**src/rtl/atm_pkg.sv**
```systemverilog
// Shared constants, op/state codes and the default PIN table for the ATM controller.
package atm_pkg;

  localparam int NUM_ACCOUNTS = 10;
  localparam int INIT_BALANCE = 1000;
  localparam int DATA_W       = 16;

  localparam logic [2:0] OP_NOP        = 3'd0;
  localparam logic [2:0] OP_WITHDRAW   = 3'd1;
  localparam logic [2:0] OP_CHANGE_PIN = 3'd2;
  localparam logic [2:0] OP_BALANCE    = 3'd3;
  localparam logic [2:0] OP_EXIT       = 3'd4;
  localparam logic [2:0] OP_DEPOSIT    = 3'd5;

  // State codes mirror the op code that produced them.
  typedef enum logic [2:0] {
    ST_IDLE       = 3'd0,
    ST_WITHDRAW   = 3'd1,
    ST_CHANGE_PIN = 3'd2,
    ST_BALANCE    = 3'd3,
    ST_EXIT       = 3'd4,
    ST_DEPOSIT    = 3'd5,
    ST_ERROR      = 3'd7
  } atm_state_t;

  function automatic logic [DATA_W-1:0] default_pin(input int idx);
    case (idx)
      1:       default_pin = 16'd1234;
      2:       default_pin = 16'd2345;
      3:       default_pin = 16'd3456;
      4:       default_pin = 16'd4567;
      5:       default_pin = 16'd5678;
      6:       default_pin = 16'd6789;
      7:       default_pin = 16'd7890;
      8:       default_pin = 16'd8901;
      9:       default_pin = 16'd9012;
      10:      default_pin = 16'd7123;
      default: default_pin = '0;
    endcase
  endfunction

endpackage

```
**src/rtl/atm_account_bank.sv**
```systemverilog
// PIN and balance storage for accounts 1..NUM_ACCOUNTS: combinational read, one write port.
module atm_account_bank
  import atm_pkg::*;
(
  input  logic              clk,
  input  logic              rst,
  input  logic [3:0]        rd_addr,
  output logic [DATA_W-1:0] rd_pin,
  output logic [DATA_W-1:0] rd_bal,
  input  logic              wr_en,
  input  logic [3:0]        wr_addr,
  input  logic [DATA_W-1:0] wr_pin,
  input  logic [DATA_W-1:0] wr_bal
);

  logic [DATA_W-1:0] pin_mem [1:NUM_ACCOUNTS];
  logic [DATA_W-1:0] bal_mem [1:NUM_ACCOUNTS];

  // Unmapped addresses read as zero rather than indexing out of range.
  always_comb begin
    rd_pin = '0;
    rd_bal = '0;
    for (int i = 1; i <= NUM_ACCOUNTS; i++) begin
      if (rd_addr == 4'(i)) begin
        rd_pin = pin_mem[i];
        rd_bal = bal_mem[i];
      end
    end
  end

  always_ff @(posedge clk or posedge rst) begin
    if (rst) begin
      for (int i = 1; i <= NUM_ACCOUNTS; i++) begin
        pin_mem[i] <= default_pin(i);
        bal_mem[i] <= DATA_W'(INIT_BALANCE);
      end
    end else if (wr_en) begin
      for (int i = 1; i <= NUM_ACCOUNTS; i++) begin
        if (wr_addr == 4'(i)) begin
          pin_mem[i] <= wr_pin;
          bal_mem[i] <= wr_bal;
        end
      end
    end
  end

endmodule

```
**src/rtl/atm_controller.sv**
```systemverilog
// ATM transaction engine: authenticates every cycle, executes one op, registers the result.
module atm_controller
  import atm_pkg::*;
(
  input  logic              clk,
  input  logic              rst,
  input  logic [2:0]        operation,
  input  logic [3:0]        acc_num,
  input  logic [DATA_W-1:0] pin,
  input  logic [DATA_W-1:0] newPin,
  input  logic [DATA_W-1:0] amount,
  input  logic              language,
  output logic [DATA_W-1:0] balance,
  output logic              success,
  output logic [2:0]        state
);

  logic [DATA_W-1:0] rd_pin, rd_bal;
  logic              wr_en;
  logic [DATA_W-1:0] wr_pin, wr_bal;
  logic              acc_ok, auth;
  logic [DATA_W:0]   dep_sum;
  logic [DATA_W-1:0] nxt_bal;
  logic              nxt_succ;
  atm_state_t        nxt_state;
  logic [DATA_W-1:0] bal_p1;
  logic              succ_p1;
  atm_state_t        state_p1;
  logic              lang_unused_p1;

  function automatic logic fits_data(input logic [DATA_W:0] s);
    fits_data = ~s[DATA_W];
  endfunction

  atm_account_bank u_bank (
    .clk     (clk),
    .rst     (rst),
    .rd_addr (acc_num),
    .rd_pin  (rd_pin),
    .rd_bal  (rd_bal),
    .wr_en   (wr_en),
    .wr_addr (acc_num),
    .wr_pin  (wr_pin),
    .wr_bal  (wr_bal)
  );

  assign acc_ok  = (acc_num != 4'd0) && (acc_num <= 4'(NUM_ACCOUNTS));
  assign auth    = acc_ok && (pin == rd_pin);
  assign dep_sum = {1'b0, rd_bal} + {1'b0, amount};

  // Any rejected path falls through to the ERROR defaults with no write.
  always_comb begin
    nxt_state = ST_ERROR;
    nxt_succ  = 1'b0;
    nxt_bal   = '0;
    wr_en     = 1'b0;
    wr_pin    = rd_pin;
    wr_bal    = rd_bal;
    case (operation)
      OP_NOP: nxt_state = ST_IDLE;
      OP_EXIT: begin
        nxt_state = ST_EXIT;
        nxt_succ  = 1'b1;
      end
      OP_BALANCE: if (auth) begin
        nxt_state = ST_BALANCE;
        nxt_succ  = 1'b1;
        nxt_bal   = rd_bal;
      end
      OP_DEPOSIT: if (auth && fits_data(dep_sum)) begin
        nxt_state = ST_DEPOSIT;
        nxt_succ  = 1'b1;
        nxt_bal   = dep_sum[DATA_W-1:0];
        wr_en     = 1'b1;
        wr_bal    = dep_sum[DATA_W-1:0];
      end
      OP_WITHDRAW: if (auth && (amount <= rd_bal)) begin
        nxt_state = ST_WITHDRAW;
        nxt_succ  = 1'b1;
        nxt_bal   = rd_bal - amount;
        wr_en     = 1'b1;
        wr_bal    = rd_bal - amount;
      end
      OP_CHANGE_PIN: if (auth) begin
        nxt_state = ST_CHANGE_PIN;
        nxt_succ  = 1'b1;
        nxt_bal   = rd_bal;
        wr_en     = 1'b1;
        wr_pin    = newPin;
      end
      default: ;
    endcase
  end

  // Stage p1: registered transaction result
  always_ff @(posedge clk or posedge rst) begin
    if (rst) begin
      bal_p1         <= '0;
      succ_p1        <= 1'b0;
      state_p1       <= ST_IDLE;
      lang_unused_p1 <= 1'b0;
    end else begin
      bal_p1         <= nxt_bal;
      succ_p1        <= nxt_succ;
      state_p1       <= nxt_state;
      lang_unused_p1 <= language;
    end
  end

  assign balance = bal_p1;
  assign success = succ_p1;
  assign state   = state_p1;

endmodule

```
**config.mk**
```make
export PLATFORM = sky130hd
export DESIGN_NAME = atm_controller
export DESIGN_NICKNAME = d
export VERILOG_FILES = /design/src/rtl/atm_pkg.sv /design/src/rtl/atm_account_bank.sv /design/src/rtl/atm_controller.sv
export SDC_FILE = /design/constraint.sdc
export NUM_CORES = 1
export LEC_CHECK = 0
export ABC_AREA = 0
export CORE_UTILIZATION = 61
export CTS_BUF_LIST = sky130_fd_sc_hd__clkbuf_4 sky130_fd_sc_hd__clkbuf_8 sky130_fd_sc_hd__clkbuf_16
export CTS_CLUSTER_DIAMETER = 40
export DETAILED_ROUTE_END_ITERATION = 16
export PLACE_DENSITY = 0.8
export SLEW_MARGIN = 5
export SYNTH_ARGS = -nofsm -noshare
export SYNTH_HDL_FRONTEND = slang
export SYNTH_HIERARCHICAL = 1
export SYNTH_SLANG_ARGS = --single-unit
```
**constraint.sdc**
```tcl
create_clock -name clk -period 11.7 [get_ports clk]
set_clock_uncertainty 0.2 [all_clocks]
set_input_delay 1.17 -clock clk [delete_from_list [all_inputs] [get_ports clk]]
set_output_delay 1.17 -clock clk [all_outputs]
set_load 0.01 [all_outputs]
```
* Yosys cells after proc, flatten, opt, wreduce, memory -nomap -nowiden
Cells that the tools add are included.
** Operators by class
- Add/subtract/negate cells :: 2
- Multiply operators :: 0
- Divide/modulo/power cells :: 0
- Magnitude comparators :: 2
- Equal/unequal tests :: 16
- Shift operators :: 0
- Mux-type cells :: 39
- Bitwise gates (word level) :: 1
- Reductions and logical operators :: 17
** Operators with widths (count)
- 16-bit 2-to-1 mux :: 27
- 16-bit one-hot mux with 3 select lines :: 1
- 16-bit one-hot mux with 2 select lines :: 1
- 2-bit AND reduction :: 10
- 3-bit one-hot mux with 6 select lines :: 1
- 16-bit by 16-bit adder with 17-bit output :: 1
- 16-bit equality test :: 1
- 4-bit by 3-bit equality test with 1-bit output (second input constant) :: 4
- 16-bit <= comparator :: 1
- 16-bit subtractor :: 1
- 4-bit equality test (second input constant) :: 3
- 3-bit 2-to-1 mux :: 3
- 4-bit by 2-bit equality test with 1-bit output (second input constant) :: 2
- 3-bit by 2-bit equality test with 1-bit output (second input constant) :: 2
- 3-bit equality test (second input constant) :: 2
- 4-bit by 1-bit equality test with 1-bit output (second input constant) :: 1
- 4-bit <= comparator (second input constant) :: 1
- 1-bit logical AND :: 4
- 1-bit one-hot mux with 4 select lines :: 1
- 4-bit nonzero test :: 1
- 3-bit by 1-bit equality test with 1-bit output (second input constant) :: 1
- 3-bit logical NOT :: 1
- 1-bit 2-to-1 mux :: 3
- 1-bit one-hot mux with 3 select lines :: 1
- 3 further kinds :: 3
** Storage, ports and cells
- Flip-flop bits (word level) :: 340
- Latch bits :: 0
- Memory bits (writable) :: 0
- ROM bits :: 0
- Logic and storage cells :: 100
- Memories :: 0

* Longest topological paths before layout
Gate-level depths: netlist of run 1.
- Word-level depth :: 17
- Mapped depth :: 24
- Gate-level depth less buffers :: 19

* Hierarchy
Netlist of run 1, hierarchy kept.
** Modules (own cells, without submodules)
- atm_account_bank :: times used 1, cells an instance 1226, area each 15080.7 µm², seq. area each 8162.8 µm²
- atm_controller :: times used 1, cells an instance 369, area each 3029.2 µm², seq. area each 500.5 µm²

* Worst setup path after synthesis of run 1
No wires, ideal clock.
- Path type :: input to register
- Start :: input port acc_num[0]
- End :: register u_bank/pin_mem[117] in the netlist's numbering
- Data arrival time :: 5.737 ns
- Data required time :: 11.375 ns
- Slack :: 5.638 ns
- Stages :: 22
- Buffers on the path :: 5
- Cell sequence :: buf_4 -> buf_4 -> nor3b_1 -> a32oi_1 -> o21ai_0 -> nor2_1 -> nor3_1 -> inv_1 -> fa_1 -> nand3b_1 -> a311o_1 -> nand3b_2 -> o221ai_4 -> nor4_4 -> nor2_1 -> buf_2 -> o21ai_0 -> nor3b_2 -> and3_1 -> clkbuf_1 -> buf_2 -> mux2_2
** On the way
- Cells in the longest elaborated chain, start to end :: 17
- Elaborated cells between the ends (all ways) :: 47
- Those cells by class :: add/sub (1); order compare (2); eq/ne (11); mux (26); bitwise (1); reduce/logical (6)
** RTL lines
- start: declaration :: line atm_controller.sv:8 : input logic [3:0] acc_num,
- 4-bit by 1-bit equality test with 1-bit output :: line atm_account_bank.sv:24 : if (rd_addr == 4'(i)) begin
- 16-bit 2-to-1 mux (9 in series) :: line atm_account_bank.sv:24
- 16-bit 2-to-1 mux * :: line atm_account_bank.sv:24
- net rd_bal[1] :: line atm_controller.sv:18 : logic [DATA_W-1:0] rd_pin, rd_bal;
- 16-bit by 16-bit adder with 17-bit output :: line atm_controller.sv:49 : assign dep_sum = {1'b0, rd_bal} + {1'b0, amount};
- 1-bit inverter :: line atm_controller.sv:32 : fits_data = ~s[DATA_W];
- 1-bit logical AND :: line atm_controller.sv:70 : OP_DEPOSIT: if (auth && fits_data(dep_sum)) begin
- 1-bit 2-to-1 mux :: line atm_controller.sv:70
- 1-bit one-hot mux with 3 select lines * :: line atm_controller.sv:59 : case (operation)
- net wr_en :: line atm_controller.sv:19 : logic wr_en;
- 2-bit AND reduction (no line) *
- end signal: indexed assignment :: line atm_account_bank.sv:34 : pin_mem[i] <= default_pin(i);
- end signal: indexed assignment :: line atm_account_bank.sv:40 : pin_mem[i] <= wr_pin;
- end: declaration :: line atm_account_bank.sv:16 : logic [DATA_W-1:0] pin_mem [1:NUM_ACCOUNTS];
The timed path passes the listed nets; every way through them passes the cells marked *.
A chain may end at the register's enable or synchronous reset.

* Final worst setup path of run 1
- Start :: input port acc_num[3]
- End :: register u_bank/pin_mem[91] in the netlist's numbering
Same word-level chain as after synthesis.

==> run metrics, run 1 <==
clk root buf clkbuf_16; # rows 62; largest net degree at the start of global routing approximately 110; Slew Limit Fails 0; switching part of the total power 0.259; crit share post-route 0.717; Post-Synthesis Cell Area approximately 0.018 sq mm; first-pass detailed-route iteration total 5; Final Hold Vio Count 0; element type at the critical path end flop; Synth async-reset ratio 1.00; vias in the first global route about 14000; clock latency on the worst-skew pair around 0.55 ns; Startpoint Class input port; WL per Instance around 24 um; gr usage total 0.325; Cell Pwr Density 140 mW/mm^2; CP Class in -> reg; maximum buffer depth of the clock tree 3; die area between 0.03 and 0.04 sq mm; Setup Buffers After CTS 0; Syn Area/Cell about 11 sq um; ant diodes 0; Die X between 150 and 200 um; drt drc 0; synthesized flop and latch total 340; H-tree Lvls 2; first-pass GRT wire length roughly 77000 um; post-synth top area share 0.298; f_max roughly 120 MHz; DP Wirelength around 30000 um; leading area contributor after synthesis dfrtp_1; Sequential Power Share 0.417; Synth Flop Type dfrtp_1; CP arrival between 8 and 9 ns; Starting Density 0.626; # Max-Cap Violations 0; status finished, final reports clean; # fillers roughly 2000; detailed-route via count around 14000; # clock sinks between 300 and 400; PostCTS Resize Cnt 0; largest cells by area after synthesis dfrtp_1, mux2_2, dfstp_2; RD Place Congestion about 0.90; Critical Path RT 11.92 ns; Vias per Instance 6.71; Clock Pin Slew Worst Setup and Hold Paths roughly 0.06 ns; Syn. warnings 6; Distinct cells, synth 82; Seq/Total Area, Yosys 0.478; core area 0.0289 sq mm; P_leak 0.00941 uW; Detail Route Antenna Nets 0; drt total wl about 50000 um; Psw approximately 740 uW; CP Max Fanout 32; Post-synth EDFFs 0; final setup violation count 0; nets@finish about 1700; post-layout minimum cycle time roughly 8.4 ns; Comb power frac 0.103; syn nets roughly 1700; PortBufs 76; maximum vdd drop about 0.13 mV; GR Overflow Total 0; final worst slack approximately 3.3 ns; # IOs just under 80; Worst slew margin 0.115; Setup WS pre-CTS 2.93 ns; RSZ-0062 raised after global routing false; 1st-iter DRT viols between 1000 and 1500; die height between 150 and 200 um; Setup TNS 0 ns; power share of the clock group 0.481; Internal Power 2110 uW; share of layout cells above drive strength 1 0.362; total CTS buffers 46; worst min path class reg -> reg; area growth from synthesis to layout 12.6%; CTS tree yes; initial antenna violation count 0; Mapped Cells 1595; CTS Hold Bufs 0; Worst Tran Pin Value approximately 1.3 ns
per-stage QoR:
step / power [uW] / util / std cells / hold WS [ns] / cell area, sq um
after CTS: 2860 / 0.705 / 2022 / 0.290 / 20400
after global placement: 1480 / 0.652 / 1939 / 0.270 / 18900
after floorplan: 1390 / - / 1595 / 0.258 / 18100
final: 2850 / 0.705 / 2022 / 0.290 / 20400
after detailed placement: 1490 / 0.652 / 1939 / 0.280 / 18900
after global routing: 2930 / 0.705 / 2022 / 0.305 / 20400
power groups by stage:
stage / Sequential (uW) / Clock, uW / Combinational [uW]
final: 1190 / 1370 / 293
after global routing: 1190 / 1440 / 314
after detailed placement: 1200 / 0 / 285
after global placement: 1200 / 0 / 279
after floorplan: 1210 / 0 / 185
after CTS: 1190 / 1380 / 288
worst paths after layout:
| kind | depth (start not counted) | start | to | slack, ns |
|---|---|---|---|---|
| worst max-delay path | 20 | acc_num[3] | u_bank/pin_mem[91] | 3.31 |
| worst min-delay path | 1 | u_bank/pin_mem[121] | u_bank/pin_mem[121] | 0.29 |
| worst max register to register | 16 | u_bank/bal_mem[65] | u_bank/pin_mem[91] | 5.29 |
| worst min register to register | 1 | u_bank/pin_mem[121] | u_bank/pin_mem[121] | 0.29 |
| max in group asynchronous | 4 | rst | u_bank/pin_mem[16] | 7.95 |
| min in group asynchronous | 2 | rst | u_bank/bal_mem[11] | 1.00 |
placed cells by master, fill, tap and decap left out, types with 7 or more instances in the layout:
cell               n
a211oi_1          12
clkdlybuf4s50_1   72
mux2_1             9
dfstp_2          124
mux2_2           323
nor3_1            22
a22oi_1           27
dfrtp_1          216
a2bb2oi_1          7
a221oi_1          25
o2bb2ai_1         10
ha_1              32
nor2_1            63
xor2_1            12
a21oi_1           76
nor2_4             7
nand2_1           69
a21o_1            47
clkbuf_16         46
nor2b_1           13
nand4_1            7
nand3_1            9
o22ai_1           38
inv_1             48
clkbuf_4           9
a31oi_1            7
mux2i_1           19
buf_4             24
o22a_1            15
o21ai_0           94
kinds of logic (layout without fill, tap and decap cells):
| group | count (synthesis) | in the layout | synth area share |
|---|---|---|---|
| AO/OA/AOI/OAI | 420 | 420 | 0.155 |
| XOR/XNOR | 16 | 16 | 0.00774 |
| adder cells (fa/ha/maj) | 34 | 34 | 0.0243 |
| buffers and inverters | 189 | 232 | 0.0490 |
| flip-flops | 340 | 340 | 0.478 |
| multiplexers | 351 | 351 | 0.217 |
| AND/OR/NAND/NOR | 245 | 245 | 0.0683 |
cell usage after synthesis (19+ instances only):
library cell	n
a21oi_1	76
o22ai_1	38
nor3_1	23
ha_1	32
mux2_2	323
dfrtp_1	216
a21o_1	47
inv_1	49
clkbuf_1	24
nand2_1	69
buf_1	22
nor2_1	68
a22oi_1	27
dfstp_2	124
a221oi_1	25
mux2i_1	19
buf_2	76
o21ai_0	94
layout make-up:
cell class                 count  area [sq um]  share of cell area
multi-input combinational   1066          8610               0.422
clock inverter                23           231              0.0114
timing repair buffer          99           916              0.0449
clock buffer                  60          1290              0.0632
sequential                   340          8660               0.425
tap                          384           480              0.0236
inverter                      50           195             0.00957
layer usage:
metal	share of wire	GRT usage	vias to the layer above
met5	0	0	-
met4	0.037	0.130	0
met3	0.081	0.0588	140
met2	0.48	0.549	639
met1	0.40	0.414	6946
li1	-	-	5845
state kept, by name, indices dropped and copies added (netlist names):
name / flops
success: 1
u_bank/bal_mem: 160
balance: 16
state: 3
u_bank/pin_mem: 160
critical path, cell delays in order:
cell      delay [ns]
buf_2           0.30
buf_4           0.49
nor2b_2         0.24
buf_4           0.35
nand2_1         0.33
o21ai_0         0.26
nor2_1          0.07
nor3_1          0.71
inv_1           0.21
fa_1            0.49
nand3b_1        0.22
a311o_1         0.31
nand3b_2        0.11
o221ai_4        0.14
nor4_4          0.95
nor2_1          0.16
o21ai_0         0.19
nand3b_1        0.32
nor2_4          1.10
mux2_2          0.44
Note: power is estimated with default switching activity, not from simulation.
==> inputs of run 2 (changes only) <==
CORE_UTILIZATION = 55   (was 61)
PLACE_DENSITY = 0.76   (was 0.8)
clock period = 7.4 ns   (was 11.7 ns; I/O delays follow)
==> run metrics, run 2 (synthesis results as in run 1) <==
Setup Buffers After CTS 0; share of layout cells above drive strength 1 0.387; most common cell after layout, fill and taps aside mux2_2; PostCTS Resize Cnt 0; first-pass GRT wire length 80600 um; # fillers roughly 2400; first-pass detailed-route iteration total 7; CP delay by family, top simple AND/OR/NAND/NOR gates; f_max about 150 MHz; # Max-Cap Violations 0; maximum vdd drop 0.175 mV; RD Place Congestion ~0.93; Vias per Instance approximately 6.4; area growth from synthesis to layout 16.1%; die height ~180 um; Critical Path RT 7.63 ns; post-layout minimum cycle time between 6 and 7 ns; # IOs 78; Worst slew margin 0.245; drt total wl 51500 um; vias in the first global route 14186; detailed-route via count approximately 14000; Starting Density 0.558; Detail Route Antenna Nets 0; CP cell instances buf_2, nand2b_1, buf_4, nor2_1, o21ai_0, o211a_1, o22ai_1, ha_1, a21oi_1, o22ai_1, o22a_1, o221ai_4, nor4_4, nor2_1, o21ai_0, nor3b_2, and3_2, buf_4, mux2_2; initial antenna violation count 0; r2r worst-path depth 16; Startpoint Class input port; # clock sinks between 300 and 400; clk root buf clkbuf_16; Final Hold Slack 0.285 ns; Worst path slowest cell nor4_4; GR Overflow Total 0; worst hold path startpoint u_bank/pin_mem[121]; PortBufs 76; total CTS buffers 44; reg-to-reg critical path startpoint u_bank/bal_mem[88]; Worst Tran Pin Value 1.12 ns; P_leak ~0.01 uW; CTS tree yes; Cell Pwr Density between 200 and 250 mW/mm^2; largest net degree at the start of global routing approximately 150; clock latency on the worst-skew pair 0.55 ns; Clock Pin Slew Worst Setup and Hold Paths about 0.06 ns; commonest cells after routing, fill and taps aside mux2_2, dfrtp_1, dfstp_2; worst min path class reg -> reg; gr usage total 0.313; CP Class in -> reg; maximum buffer depth of the clock tree 3; CP Max Fanout 17; final setup violation count 0; element type at the critical path end flop; nets@finish 1763; count of buffer and inverter cells on the critical path 3; Die X between 150 and 200 um; H-tree Lvls 2; CP arrival 6.87 ns; DP Wirelength ~34000 um; ant diodes 0; crit path capture u_bank/pin_mem[117]; core area around 0.032 sq mm; CTS Hold Bufs 0; critical path depth 19; 1st-iter DRT viols approximately 1100; area of the multi-input gates around 0.0086 sq mm; Reg area approximately 0.0087 sq mm; crit share post-route 0.897; Setup TNS 0 ns; Final Hold Vio Count 0; status finished, final reports clean; Slew Limit Fails 0; RSZ-0062 raised after global routing false; R2R Path End u_bank/pin_mem[117]; start point of the critical path acc_num[3]; Worst path max stage delay between 0.9 and 1 ns; WL per Instance roughly 24 um; # placed instances between 2000 and 2500; die area about 0.034 sq mm; flop-to-flop setup slack about 1.7 ns; post-route insts no fill 2148; # rows 66; power consumption between 4000 and 5000 uW; drt drc 0
-- run 2: worst reg2reg max path: stages, from the launching register on --
cell and delay [ns]:
dfstp_2 0.37, a22oi_1 0.24, o221ai_1 0.21, a221oi_1 0.39
nor2_1 0.13, ha_1 0.40, nand4_1 0.18, a311o_1 0.39
nand3b_2 0.11, o221ai_4 0.11, nor4_4 0.97, nor2_1 0.15
o21ai_0 0.30, nor3b_2 0.45, and3_2 0.30, buf_4 0.31
mux2_2 0.39
-- run 2: layer usage --
layer / vias to the layer above / share of wire / wire (um) / global-route usage
li1: 6002 / - / - / -
met1: 7013 / 0.41 / 21000 / 0.410
met2: 627 / 0.49 / 25100 / 0.518
met3: 134 / 0.072 / 3720 / 0.0458
met4: 0 / 0.032 / 1670 / 0.131
met5: - / 0 / 0 / 0
-- run 2: power breakdown --
part           internal, uW  switching (uW)
clock network          1370             836
logic                   171             323
registers              1870            2.16
-- run 2: cell type report --
class                      instances  area share
clock buffer                      55      0.0586
sequential                       340       0.412
multi-input combinational       1066       0.409
timing repair buffer             169      0.0703
tap                              442      0.0263
inverter                          50     0.00910
clock inverter                    26      0.0146
-- run 2: metrics by stage --
step | area [sq um] | setup WS (ns) | util
floorplan | 18100 | 1.77 | -
global placement | 19500 | 0.541 | 0.601
detailed placement | 19500 | 0.439 | 0.601
CTS | 21000 | 0.987 | 0.648
global route | 21000 | 0.509 | 0.648
finish | 21000 | 0.765 | 0.648
-- run 2: how the worst min path moves through the flow --
stage | slack [ns] | cells past startpoint | endpoint
final | 0.29 | 1 | u_bank/pin_mem[121]
after CTS | 0.29 | 1 | u_bank/pin_mem[121]
after global routing | 0.30 | 1 | u_bank/pin_mem[47]
after floorplan | 0.26 | 1 | u_bank/pin_mem[121]
after global placement | 0.27 | 1 | u_bank/pin_mem[121]
after detailed placement | 0.28 | 1 | u_bank/pin_mem[121]
==> inputs of run 3 (changes only) <==
CELL_PAD_IN_SITES_DETAIL_PLACEMENT = 0   (was unset)
CELL_PAD_IN_SITES_GLOBAL_PLACEMENT = 1   (was unset)
CORE_ASPECT_RATIO = 1.2   (was unset)
CORE_UTILIZATION = 45   (was 55)
PLACE_DENSITY = unset   (was 0.76)
PLACE_DENSITY_LB_ADDON = 0.1   (was unset)
==> run metrics, run 3 (synthesis results as in run 1) <==
status finished, final reports clean; total CTS buffers 47; # rows 80; WL per Instance roughly 24 um; power share of the clock group 0.512; Die X 185 um; largest net degree at the start of global routing ~180; Psw approximately 1200 uW; Worst Hold Depth 1; maximum buffer depth of the clock tree 3; drt total wl about 54000 um; CTS tree yes; Clock Pin Slew Worst Setup and Hold Paths around 0.06 ns; post-layout util 0.533; Slew Limit Fails 0; area growth from synthesis to layout 16.9%; die area 0.0411 sq mm; PortBufs 76; final worst slack about 1.2 ns; CP cell instances buf_2, nor3b_1, a22oi_1, o221ai_1, a221oi_1, nor2_1, inv_1, ha_1, fa_1, nand3b_1, a311o_1, nand3b_2, o221ai_4, nor4_4, nor2_1, o21ai_0, nand3b_1, or3_2, buf_4, mux2_1; Detail Route Antenna Nets 0; Comb power frac 0.100; Internal Power roughly 3600 uW; gr usage total 0.271; nets@finish 1743; first-pass detailed-route iteration total 5; CP arrival around 6.4 ns; # fillers around 3500; GR Overflow Total 0; H-tree Lvls 2; Setup Buffers After CTS 0; worst hold path startpoint u_bank/bal_mem[47]; # Max-Cap Violations 0; Worst path slowest cell nor3b_1; 1st-iter DRT viols roughly 790; share of layout cells above drive strength 1 0.382; crit share post-route 0.832; Setup WS pre-CTS around 0.7 ns; element type at the critical path end flop; CP Class in -> reg; post-route insts no fill around 2200; vias in the first global route 13657; switching part of the total power 0.251; CTS Hold Bufs 0; Sequential Power Share 0.388; maximum vdd drop between 0.15 and 0.2 mV; Vias per Instance about 5.9; RD Place Congestion a little under 0.9; worst min path class reg -> reg; # clock sinks 340; Worst path max stage delay around 0.75 ns; post-layout minimum cycle time roughly 6.2 ns; DP Wirelength between 30000 and 40000 um; Cell Pwr Density around 230 mW/mm^2; core area 0.0397 sq mm; first-pass GRT wire length ~83000 um; Worst slew margin 0.265; r2r worst-path depth 18; flop-to-flop setup slack ~2.3 ns; clock latency on the worst-skew pair between 0.5 and 0.6 ns; RSZ-0062 raised after global routing false; Final Hold Vio Count 0; Startpoint Class input port; commonest cells after routing, fill and taps aside mux2_2, dfrtp_1, dfstp_2; P_leak 0.00974 uW; Worst Tran Pin Value roughly 1.1 ns; f_max around 160 MHz; # IOs around 80; R2R Path End u_bank/pin_mem[47]; reg-to-reg critical path startpoint u_bank/bal_mem[144]; PostCTS Resize Cnt 0; most common cell after layout, fill and taps aside mux2_2; CP Max Fanout 26; final setup violation count 0; Starting Density 0.456; drt drc 0; die height 222 um; initial antenna violation count 0; clk root buf clkbuf_16; Critical Path RT around 7.6 ns; # placed instances between 2000 and 2500; Setup TNS 0 ns; hold endpoint u_bank/bal_mem[47]; detailed-route via count between 10000 and 15000
run 3: changes by cell type in the layout (fill, tap and decap cells not counted), moves of 2 or more:
| cell | delta |
|---|---|
| buf_4 | -23 |
| bufinv_16 | +4 |
| clkbuf_16 | +4 |
| clkinvlp_4 | +3 |
| clkinv_2 | -2 |
| clkinv_4 | -2 |
run 3: cell type report:
cell class / count / area [sq um] / area share
antenna: 1 / 2.50 / 0.000118
clock buffer: 58 / 1320 / 0.0623
clock inverter: 29 / 417 / 0.0197
inverter: 50 / 191 / 0.00904
multi-input combinational: 1066 / 8610 / 0.407
sequential: 340 / 8660 / 0.409
tap: 533 / 667 / 0.0315
timing repair buffer: 146 / 1310 / 0.0617
run 3: stage by stage:
| stage | total power (uW) | hold WS (ns) | instance area (sq um) |
|---|---|---|---|
| 6_report | 4840 | 0.288 | 21200 |
| 3_5_place_dp | 2390 | 0.280 | 19400 |
| 2_1_floorplan | 2200 | 0.258 | 18100 |
| 4_1_cts | 4890 | 0.293 | 21200 |
| 5_1_grt | 5000 | 0.305 | 21200 |
| 3_3_place_gp | 2390 | 0.269 | 19400 |
run 3: layer usage:
| layer | share of wire | global-route usage |
|---|---|---|
| met4 | 0.024 | 0.0757 |
| met2 | 0.49 | 0.458 |
| met5 | 0 | 0 |
| met1 | 0.45 | 0.364 |
| met3 | 0.040 | 0.0335 |
run 3: critical path: cells and delay by family:
| kind | cells | cell delay, ns |
|---|---|---|
| buffers and inverters | 3 | 0.73 |
| and+or+nand+nor | 8 | 2.57 |
| adders and majority gates | 2 | 0.65 |
| AOI/OAI and AO/OA | 6 | 1.31 |
| muxes | 1 | 0.36 |
run 3: power by group through the flow:
stage	logic (uW)	clock network, uW	registers (uW)
2_1_floorplan	292	0	1910
3_3_place_gp	483	0	1900
3_5_place_dp	483	0	1900
4_1_cts	486	2530	1870
5_1_grt	527	2600	1870
6_report	485	2480	1870
run 3: worst max path at each step:
| stage | startpoint | endpoint | slack, ns | cells after the start |
|---|---|---|---|---|
| 2_1_floorplan | acc_num[0] | u_bank/pin_mem[117] | 1.77 | 22 |
| 3_3_place_gp | acc_num[3] | u_bank/pin_mem[47] | 0.78 | 20 |
| 3_5_place_dp | acc_num[3] | u_bank/pin_mem[47] | 0.71 | 20 |
| 4_1_cts | acc_num[3] | u_bank/pin_mem[47] | 1.28 | 20 |
| 5_1_grt | acc_num[3] | u_bank/pin_mem[47] | 0.93 | 19 |
| 6_report | acc_num[3] | u_bank/pin_mem[47] | 1.24 | 20 |
